[config.mk]
export PLATFORM = sky130hd
export DESIGN_NAME = sqrt_scheduler
export DESIGN_NICKNAME = d
export VERILOG_FILES = /design/src/rtl/sqrt_pkg.sv /design/src/rtl/sqrt_scheduler_rr_arbiter.sv /design/src/rtl/sqrt_scheduler.sv
export SDC_FILE = /design/constraint.sdc
export NUM_CORES = 1
export LEC_CHECK = 0
export CAP_MARGIN = 20
export CORE_ASPECT_RATIO = 1.75
export CORE_MARGIN = 2
export CORE_UTILIZATION = 44
export DETAILED_ROUTE_END_ITERATION = 6
export PLACE_DENSITY = 0.82
export SKIP_LAST_GASP = 1
export SLEW_MARGIN = 20
export SYNTH_ARGS = -nofsm -noshare
export SYNTH_HDL_FRONTEND = slang
export SYNTH_HIERARCHICAL = 1
export SYNTH_SLANG_ARGS = --single-unit
[constraint.sdc]
create_clock -name clk -period 4.7 [get_ports clk]
set_input_delay 0.47 -clock clk [delete_from_list [all_inputs] [get_ports clk]]
set_output_delay 0.47 -clock clk [all_outputs]
set_load 0.02 [all_outputs]
[src/rtl/sqrt_pkg.sv]
// Shared constants, state encoding and operand classifier for the sqrt scheduler.
package sqrt_pkg;

    localparam logic [31:0] FP_QNAN    = 32'h7FC00000;
    localparam logic [31:0] FP_POS_INF = 32'h7F800000;
    localparam logic [7:0]  FP_EXP_MAX = 8'hFF;

    localparam logic [1:0] ST_IDLE  = 2'd0;
    localparam logic [1:0] ST_ISSUE = 2'd1;
    localparam logic [1:0] ST_WAIT  = 2'd2;
    localparam logic [1:0] ST_RESP  = 2'd3;

    typedef enum logic [1:0] {
        S_IDLE  = ST_IDLE,
        S_ISSUE = ST_ISSUE,
        S_WAIT  = ST_WAIT,
        S_RESP  = ST_RESP
    } state_t;

    typedef struct packed {
        logic        bypass;
        logic        err;
        logic [31:0] data;
    } class_t;

    // Operands whose root is known without iterating; order matters (zero before sign).
    function automatic class_t classify(input logic [31:0] a);
        class_t c;
        c = '{bypass: 1'b1, err: 1'b0, data: FP_QNAN};
        if (a[30:0] == 31'd0)
            c.data = a;
        else if (a[30:23] == FP_EXP_MAX && a[22:0] != 23'd0)
            c.data = FP_QNAN;
        else if (a[31])
            c.err = 1'b1;
        else if (a == FP_POS_INF)
            c.data = FP_POS_INF;
        else
            c.bypass = 1'b0;
        return c;
    endfunction

endpackage

[src/rtl/sqrt_scheduler_rr_arbiter.sv]
// Combinational round-robin arbiter: one-hot grant to the first request at or after ptr.
module rr_arbiter #(
    parameter int N  = 4,
    parameter int PW = (N > 1) ? $clog2(N) : 1
) (
    input  logic [N-1:0]  req,
    input  logic [PW-1:0] ptr,
    output logic [N-1:0]  grant
);

    // Scan from farthest to nearest so the closest request to ptr wins last.
    always_comb begin
        grant = '0;
        for (int k = N - 1; k >= 0; k--) begin
            if (req[(int'(ptr) + k) % N]) begin
                grant = '0;
                grant[(int'(ptr) + k) % N] = 1'b1;
            end
        end
    end

endmodule

[src/rtl/sqrt_scheduler.sv]
// Shares one iterative FP32 sqrt core among NUM_REQ requesters with round-robin arbitration,
// special-operand bypass and a done watchdog.
module sqrt_scheduler
    import sqrt_pkg::*;
#(
    parameter int NUM_REQ = 4,
    parameter int ID_W    = 2,
    parameter int TIMEOUT = 4095
) (
    input  logic                 clk,
    input  logic                 rst_n,
    input  logic [NUM_REQ-1:0]   req_valid,
    input  logic [32*NUM_REQ-1:0] req_a,
    output logic [NUM_REQ-1:0]   req_ready,
    output logic                 rsp_valid,
    input  logic                 rsp_ready,
    output logic [ID_W-1:0]      rsp_id,
    output logic [31:0]          rsp_data,
    output logic                 rsp_err,
    output logic                 core_start,
    output logic [31:0]          core_a,
    input  logic                 core_done,
    input  logic [31:0]          core_out
);

    localparam int TW = $clog2(TIMEOUT + 1);

    state_t              state;
    logic [ID_W-1:0]     ptr;
    logic [TW-1:0]       timer;
    logic [NUM_REQ-1:0]  grant;
    logic [ID_W-1:0]     gidx;
    logic [ID_W-1:0]     ptr_nxt;
    logic [31:0]         ga;
    class_t              cls;

    rr_arbiter #(.N(NUM_REQ), .PW(ID_W)) u_arb (
        .req   (req_valid),
        .ptr   (ptr),
        .grant (grant)
    );

    always_comb begin
        gidx = '0;
        for (int i = 0; i < NUM_REQ; i++)
            if (grant[i]) gidx = ID_W'(i);
        ga      = req_a[32*int'(gidx) +: 32];
        cls     = classify(ga);
        ptr_nxt = (gidx == ID_W'(NUM_REQ - 1)) ? '0 : gidx + 1'b1;
    end

    // Gated by rst_n so every output reads 0 while reset is held.
    assign req_ready = (state == S_IDLE && rst_n) ? grant : '0;

    always_ff @(posedge clk or negedge rst_n) begin
        if (!rst_n) begin
            state      <= S_IDLE;
            ptr        <= '0;
            timer      <= '0;
            core_start <= 1'b0;
            core_a     <= '0;
            rsp_valid  <= 1'b0;
            rsp_id     <= '0;
            rsp_data   <= '0;
            rsp_err    <= 1'b0;
        end else begin
            case (state)
                S_IDLE: if (|req_valid) begin
                    rsp_id <= gidx;
                    ptr    <= ptr_nxt;
                    if (cls.bypass) begin
                        rsp_data  <= cls.data;
                        rsp_err   <= cls.err;
                        rsp_valid <= 1'b1;
                        state     <= S_RESP;
                    end else begin
                        core_a     <= ga;
                        core_start <= 1'b1;
                        state      <= S_ISSUE;
                    end
                end
                S_ISSUE: begin
                    core_start <= 1'b0;
                    timer      <= '0;
                    state      <= S_WAIT;
                end
                S_WAIT: begin
                    timer <= timer + 1'b1;
                    if (core_done) begin
                        rsp_data  <= core_out;
                        rsp_err   <= 1'b0;
                        rsp_valid <= 1'b1;
                        state     <= S_RESP;
                    end else if (timer == TW'(TIMEOUT - 1)) begin
                        rsp_data  <= FP_QNAN;
                        rsp_err   <= 1'b1;
                        rsp_valid <= 1'b1;
                        state     <= S_RESP;
                    end
                end
                S_RESP: if (rsp_ready) begin
                    rsp_valid <= 1'b0;
                    state     <= S_IDLE;
                end
                default: state <= S_IDLE;
            endcase
        end
    end

endmodule

# Word level (Yosys, flattened, before mapping)
# Index checks and enable logic that the tools add are counted.
[totals] reg_bits=85 latchBits=0 ram_bits=0 rom_bits=0 inputBits=168 out_inout_bits=73 elab_cells=124 n_memories=0
[op_classes] add_sub_neg=5 mul=0 n_div=0 order_cmp=8 n_eq_ne=12 n_shift=1 n_mux=62 bitwise=4 reduce_logical=23
[op_table] cell="32-bit 2-to-1 mux" count=5
[op_table] cell="128-bit by 8-bit variable part select with 32-bit output" count=1
[op_table] cell="23-bit 2-to-1 mux" count=3
[op_table] cell="32-bit one-hot mux with 2 select lines" count=1
[op_table] cell="32-bit by 31-bit equality test with 1-bit output, second input constant" count=1
[op_table] cell="31-bit logical NOT" count=1
[op_table] cell="1-bit 2-to-1 mux" count=25
[op_table] cell="12-bit one-hot mux with 2 select lines" count=1
[op_table] cell="23-bit nonzero test" count=1
[op_table] cell="2-bit 2-to-1 mux" count=10
[op_table] cell="4-bit 2-to-1 mux" count=5
[op_table] cell="12-bit by 1-bit adder with 12-bit output, second input constant" count=1
[op_table] cell="12-bit equality test, second input constant" count=1
[op_table] cell="3-bit by 4-bit less-than comparator with 1-bit output, second input constant" count=3
[op_table] cell="3-bit by 1-bit >= comparator with 1-bit output, second input constant" count=3
[op_table] cell="3-bit AND reduction" count=3
[op_table] cell="1-bit binary-select mux with 2-bit select" count=4
[op_table] cell="1-bit demux with 2-bit select" count=4
[op_table] cell="8-bit equality test, second input constant" count=1
[op_table] cell="2-bit one-hot mux with 4 select lines" count=1
[op_table] cell="2-bit equality test, second input constant" count=3
[op_table] cell="1-bit logical AND" count=6
[op_table] cell="2-bit inequality test, second input constant" count=3
[op_table] cell="2-bit nonzero test" count=3
[op_table] cell="other kinds (18)" count=25

# Logic depth before layout (Yosys ltp)
[logic_depth] word_depth=23 depth_mapped=19 mapped_depth_nobuf=13

# Hierarchy
# The synthesis kept the hierarchy.
[modules_own_cells] module="sqrt_scheduler" instances=1 cells_each=546 area_each_um2=5300.1 seq_area_each_um2=2127.0
[modules_own_cells] module="rr_arbiter" instances=1 cells_each=47 area_each_um2=412.9 seq_area_each_um2=0.0

# Least setup slack after synthesis
# OpenSTA, ideal clock, no wires.
[synth_path] path_kind="flip-flop to flip-flop" from="register ptr[1]" to="register rsp_data[0]" setup_time_ns=0.127 arrival_time_ns=3.767 required_ns=4.573 setup_slack_ns=0.806 stages_incl_launch_ff=17 path_buffers=4 period_less_slack_ns=3.894 cell_sequence="dfrtp_1 -> clkbuf_2 -> inv_1 -> ha_1 -> mux4_2 -> nor2b_1 -> o31ai_1 -> buf_2 -> nor3b_1 -> o32ai_1 -> a211oi_1 -> nand4b_1 -> nor3_2 -> o21a_1 -> buf_4 -> buf_6 -> mux2_1"
[synth_via] word_cells_on_any_way=65 cone_classes="3 x add/sub; 8 x order compare; 3 x eq/ne; 1 x shift; 36 x mux; 3 x bitwise; 11 x reduce/logical"
[synth_lines] item="start, declared" line_no="sqrt_scheduler.sv:29" text="logic [ID_W-1:0] ptr;"
[synth_lines] item="start signal, assigned" line_no="sqrt_scheduler.sv:70" text="ptr <= ptr_nxt;"
[synth_lines] item="2-bit adder" line_no="sqrt_scheduler_rr_arbiter.sv:15, sqrt_scheduler_rr_arbiter.sv:17"
[synth_lines] item="2-bit OR reduction (no source line)"
[synth_lines] item="1-bit bitwise AND (no source line)"
[synth_lines] item="3-bit by 4-bit less-than comparator with 1-bit output (implied by the code) / 3-bit by 1-bit >= comparator with 1-bit output (equally long branches)" line_no="sqrt_scheduler_rr_arbiter.sv:17" text="grant[(int'(ptr) + k) % N] = 1'b1;"
[synth_lines] item="1-bit logical AND (implied by the code)" line_no="sqrt_scheduler_rr_arbiter.sv:17"
[synth_lines] item="1-bit 2-to-1 mux (implied by the code)" line_no="sqrt_scheduler_rr_arbiter.sv:17"
[synth_lines] item="1-bit demux with 2-bit select"
[synth_lines] item="4-bit 2-to-1 mux (3 in series)" line_no="sqrt_scheduler_rr_arbiter.sv:15" text="if (req[(int'(ptr) + k) % N]) begin"
[synth_lines] item="(+1 left out)"
[synth_lines] item="via grant[2]" line_no="sqrt_scheduler.sv:31" text="logic [NUM_REQ-1:0] grant;"
[synth_lines] item="(+2 left out)"
[synth_lines] item="128-bit by 8-bit variable part select with 32-bit output *" line_no="sqrt_scheduler.sv:47" text="ga = req_a[32*int'(gidx) +: 32];"
[synth_lines] item="32-bit by 31-bit equality test with 1-bit output, or another cell as far along" line_no="sqrt_pkg.sv:36" text="else if (a == FP_POS_INF)"
[synth_lines] item="1-bit 2-to-1 mux / 1-bit logical AND (equally long branches)" line_no="sqrt_pkg.sv:36, sqrt_pkg.sv:32"
[synth_lines] item="1-bit 2-to-1 mux / 23-bit 2-to-1 mux (equally long branches)" line_no="sqrt_pkg.sv:34, sqrt_pkg.sv:32"
[synth_lines] item="2-bit 2-to-1 mux / 32-bit 2-to-1 mux (equally long branches)" line_no="sqrt_pkg.sv:32, sqrt_pkg.sv:30"
[synth_lines] item="2-bit 2-to-1 mux / 32-bit 2-to-1 mux (equally long branches)" line_no="sqrt_pkg.sv:30, sqrt_scheduler.sv:71"
[synth_lines] item="2-bit inequality test (no source line) / 32-bit 2-to-1 mux (equally long branches)"
[synth_lines] item="4-bit AND reduction (no source line) / 32-bit one-hot mux with 2 select lines (equally long branches)"
[synth_lines] item="end signal, assigned" line_no="sqrt_scheduler.sv:72" text="rsp_data <= cls.data;"
[synth_lines] item="end signal, assigned" line_no="sqrt_scheduler.sv:90" text="rsp_data <= core_out;"
[synth_lines] item="end, declared" line_no="sqrt_scheduler.sv:18" text="output logic [31:0] rsp_data,"
# Mark *: on every way through the listed nets, which the timed path passes. The rest lies on a longest branch. The select of a mux whose other input is x is not followed.
# A chain may end at the register's enable or synchronous reset.

# Final worst setup path
[layout_path] from="input port req_valid[2]" to="register rsp_data[29]"
[layout_via] word_cells_on_any_way=36 cone_classes="4 x eq/ne; 1 x shift; 26 x mux; 5 x reduce/logical"
[layout_lines] item="start, declared" line_no="sqrt_scheduler.sv:12" text="input logic [NUM_REQ-1:0] req_valid,"
[layout_lines] item="1-bit binary-select mux with 2-bit select" line_no="sqrt_scheduler_rr_arbiter.sv:15"
[layout_lines] item="1-bit 2-to-1 mux (implied by the code) (2 in series)" line_no="sqrt_scheduler_rr_arbiter.sv:15"
[layout_lines] item="4-bit 2-to-1 mux (3 in series)" line_no="sqrt_scheduler_rr_arbiter.sv:15"
[layout_lines] item="4-bit 2-to-1 mux *" line_no="sqrt_scheduler_rr_arbiter.sv:15"
[layout_lines] item="via grant[3]" line_no="sqrt_scheduler.sv:31"
[layout_lines] item="2-bit 2-to-1 mux *" line_no="sqrt_scheduler.sv:46" text="if (grant[i]) gidx = ID_W'(i);"
[layout_lines] item="128-bit by 8-bit variable part select with 32-bit output *" line_no="sqrt_scheduler.sv:47"
[layout_lines] item="32-bit by 31-bit equality test with 1-bit output" line_no="sqrt_pkg.sv:36"
[layout_lines] item="1-bit 2-to-1 mux" line_no="sqrt_pkg.sv:36"
[layout_lines] item="1-bit 2-to-1 mux" line_no="sqrt_pkg.sv:34" text="else if (a[31])"
[layout_lines] item="2-bit 2-to-1 mux" line_no="sqrt_pkg.sv:32" text="else if (a[30:23] == FP_EXP_MAX && a[22:0] != 23'd0)"
[layout_lines] item="2-bit 2-to-1 mux" line_no="sqrt_pkg.sv:30" text="if (a[30:0] == 31'd0)"
[layout_lines] item="2-bit inequality test (no source line)"
[layout_lines] item="4-bit AND reduction (no source line)"
# Marked as above.

==> flow_metrics.env <==
export IMPL_fin_skew_ns=0.00749
export IMPL_ys_flop_type="dfrtp_1"
export IMPL_max_slew_margin=0.585
export IMPL_crit_path_end="rsp_data[29]"
export IMPL_power_share_combinational=0.690
export IMPL_total_power_mw=6.04
export IMPL_switchingPower_mw=2.73
export IMPL_cp_arrival_ns=4.59
export IMPL_hold_buffers=0
export IMPL_path_class="input pin to flip-flop"
export IMPL_netlist_instances=593
export IMPL_grt_first_pass_wirelength_mm=32.9
export IMPL_fin_nets=1014
export IMPL_hp_class="input pin to asynchronous set/reset pin"
export IMPL_antenna_found_initial=0
export IMPL_syn_num_nets=777
export IMPL_top_level_ports=241
export IMPL_setup_viol=0
export IMPL_drc=0
export IMPL_final_setup_tns_ns=0
export IMPL_drtAntennaViolNets=0
export IMPL_clkTransAtPathRegs_ns=0.06
export IMPL_netlist_area_sq_mm=0.00571
export IMPL_grt_overflow_total=0
export IMPL_globalplace_congestion=0.980
export IMPL_reg2reg_from="ptr[1]"
export IMPL_fin_crit_sh=0.931
export IMPL_status="finished clean"
export IMPL_initial_core_util=0.446
export IMPL_vias=5750
export IMPL_finalHoldViolCount=0
export IMPL_drive_gt1_frac=0.115
export IMPL_drv_slew=0
export IMPL_p_seq_frac=0.186
export IMPL_area_delta_synth_final_pct=52.4
export IMPL_postLayoutCoreUtil=0.680
export IMPL_first_global_vias=6048
export IMPL_yosys_warnings=6
export IMPL_routed_wl_mm=20.9
export IMPL_post_cts_setup_buffers=0
export IMPL_grt_total_usage=0.297
export IMPL_r2r_end="rsp_data[29]"
export IMPL_synth_cell_types=66
export IMPL_crit_path_start="req_valid[2]"
export IMPL_switching_share=0.451
export IMPL_grt_max_degree=49
export IMPL_p_per_area_mw_per_mm2=694
export IMPL_rsz0062_at_grt="false"
export IMPL_rows=55
export IMPL_die_area_sq_mm=0.0139
export IMPL_critPathCaptureType="flip-flop"
export IMPL_async_flop_share=1.00
export IMPL_die_x_um=90.1
export IMPL_synth_edf_count=0
export IMPL_yosysSeqAreaShare=0.372
export IMPL_crit_fanout=33
export IMPL_clkLatencyLatePin_ns=0.34
export IMPL_ir_drop_mv=0.344
export IMPL_postCtsResizedCells=0
export IMPL_finalCriticalPeriod_ns=4.37
export IMPL_clockPowerShare=0.124
export IMPL_p_leak_nw=3.65
export IMPL_dp_hpwl_mm=16.2
export IMPL_diodes=0
export IMPL_cts_tree="built"
export IMPL_syn_avg_cell_area_sq_um=9.63
export IMPL_detail_route_wl_per_cell_um=20.8
export IMPL_cts_sinks=85
export IMPL_startpoint_type="input pin"
export IMPL_drtIter0Drc=321
export IMPL_die_h_um=155
export IMPL_crit_required_ns=4.91
export IMPL_core_area_sq_mm=0.0128
export IMPL_ff2ff_setup_slack_ns=0.33
export IMPL_routed_via_density=5.72
export IMPL_worstMarginPinSlew_ns=0.622
export IMPL_clockBufferDepth=2
export IMPL_htree_num_levels=3
export IMPL_portBuffers=240
export IMPL_r2r_cells=15
export IMPL_cts_inserted_buffers=9
export IMPL_p_int_mw=3.31
export IMPL_clock_fmax_mhz=229
export IMPL_n_fill_cell=1007
export IMPL_cts_root_buf="clkbuf_16"
export IMPL_ys_ff_latch=85
export IMPL_drv_cap=0
export IMPL_dr_pass1_iters=5
[metal layers]
metal | track usage | share of wire | wire length, um
met5 | 0 | 0 | 0
met4 | 0.126 | 0.040 | 843
met3 | 0.0511 | 0.059 | 1230
met2 | 0.546 | 0.53 | 11100
met1 | 0.337 | 0.37 | 7760
[registers in the layout, indices dropped and copies added, names as in the netlist]
register    cells
rsp_valid       1
core_a         32
rsp_id          2
state           2
core_start      1
timer          12
ptr             2
rsp_err         1
rsp_data       32
[worst max-delay path: stages]
cell and delay [ns]:
clkdlybuf4s50_1 0.50, mux4_2 0.59, nor2_1 0.40, a31oi_4 0.26, buf_12 0.23, buf_4 0.17
nor3b_1 0.21, a211oi_1 0.13, a311oi_1 0.25, nand4_1 0.23, nor3_2 0.31, o21a_1 0.23
buf_12 0.21, mux2_1 0.36
[stage by stage]
stage | instance area (sq um) | instances | worst slack [ns] | hold slack [ns]
after global placement | 8390 | 990 | 0.147 | 0.467
after floorplan | 5710 | 593 | 0.806 | 0.174
after global routing | 8710 | 1006 | 0.0163 | 0.150
final | 8710 | 1006 | 0.326 | 0.123
after CTS | 8710 | 1006 | 0.340 | 0.142
after detailed placement | 8390 | 990 | 0.0108 | 0.478
[placed cells by master, fill, tap and decap left out, types with 19 or more instances in the layout]
cell and n:
clkdlybuf4s50_1 239, dfrtp_1 85, nand2_1 43, nor2_1 39
mux2_2 39, mux2i_1 33, o21ai_0 32, mux2_1 30
and3_1 27, inv_1 26, a21oi_1 24, buf_4 24
o22ai_1 19
[cell usage after synthesis (14+ instances only)]
| cell | count | area [sq um] |
|---|---|---|
| and3_1 | 27 | 169 |
| mux2_1 | 30 | 338 |
| clkbuf_1 | 16 | 60.1 |
| o22ai_1 | 19 | 119 |
| a21oi_1 | 24 | 120 |
| inv_1 | 26 | 97.6 |
| mux2_2 | 39 | 439 |
| nor2b_1 | 16 | 100 |
| o21ai_0 | 32 | 160 |
| ha_1 | 16 | 200 |
| nor2_1 | 39 | 146 |
| dfrtp_1 | 85 | 2130 |
| a211oi_1 | 14 | 105 |
| nand2_1 | 43 | 161 |
| mux2i_1 | 33 | 330 |
[cells by family (layout without fill, tap and decap cells)]
kind of cell / count (synthesis) / in the layout / synth area share
compound gates: 127 / 127 / 0.146
mux: 106 / 106 / 0.210
buf+inv: 66 / 308 / 0.0552
fa+ha+maj: 16 / 16 / 0.0350
flops: 85 / 85 / 0.372
xor+xnor: 5 / 5 / 0.00767
simple gates: 188 / 188 / 0.174
[layout make-up]
class | count | area [sq um] | area share
Multi-Input combinational cell | 442 | 3320 | 0.381
Timing Repair Buffer | 266 | 2630 | 0.302
Sequential cell | 85 | 2130 | 0.244
Clock buffer | 10 | 239 | 0.0274
Tap cell | 171 | 214 | 0.0246
Inverter | 26 | 97.6 | 0.0112
Clock inverter | 6 | 76.3 | 0.00877
[power by group through the flow]
| stage | clock, mW | combinational, mW | sequential [mW] |
|---|---|---|---|
| after floorplan | 0 | 2.43 | 1.36 |
| after global placement | 0 | 4.01 | 1.13 |
| after detailed placement | 0 | 4.12 | 1.14 |
| after CTS | 0.758 | 4.14 | 1.12 |
| after global routing | 0.798 | 4.45 | 1.15 |
| final | 0.748 | 4.17 | 1.13 |
[how the worst min path moves through the flow]
| stage | endpoint | from | depth (start not counted) | slack [ns] |
|---|---|---|---|---|
| final | rsp_data[4] | rst_n | 1 | 0.12 |
| after global routing | rsp_data[4] | rst_n | 1 | 0.15 |
| after CTS | core_a[24] | rst_n | 1 | 0.14 |
| after detailed placement | rsp_data[3] | rsp_data[3] | 1 | 0.48 |
| after global placement | rsp_data[13] | rsp_data[13] | 1 | 0.47 |
| after floorplan | core_a[0] | rst_n | 0 | 0.17 |
Power figures use the tool's default switching activity.
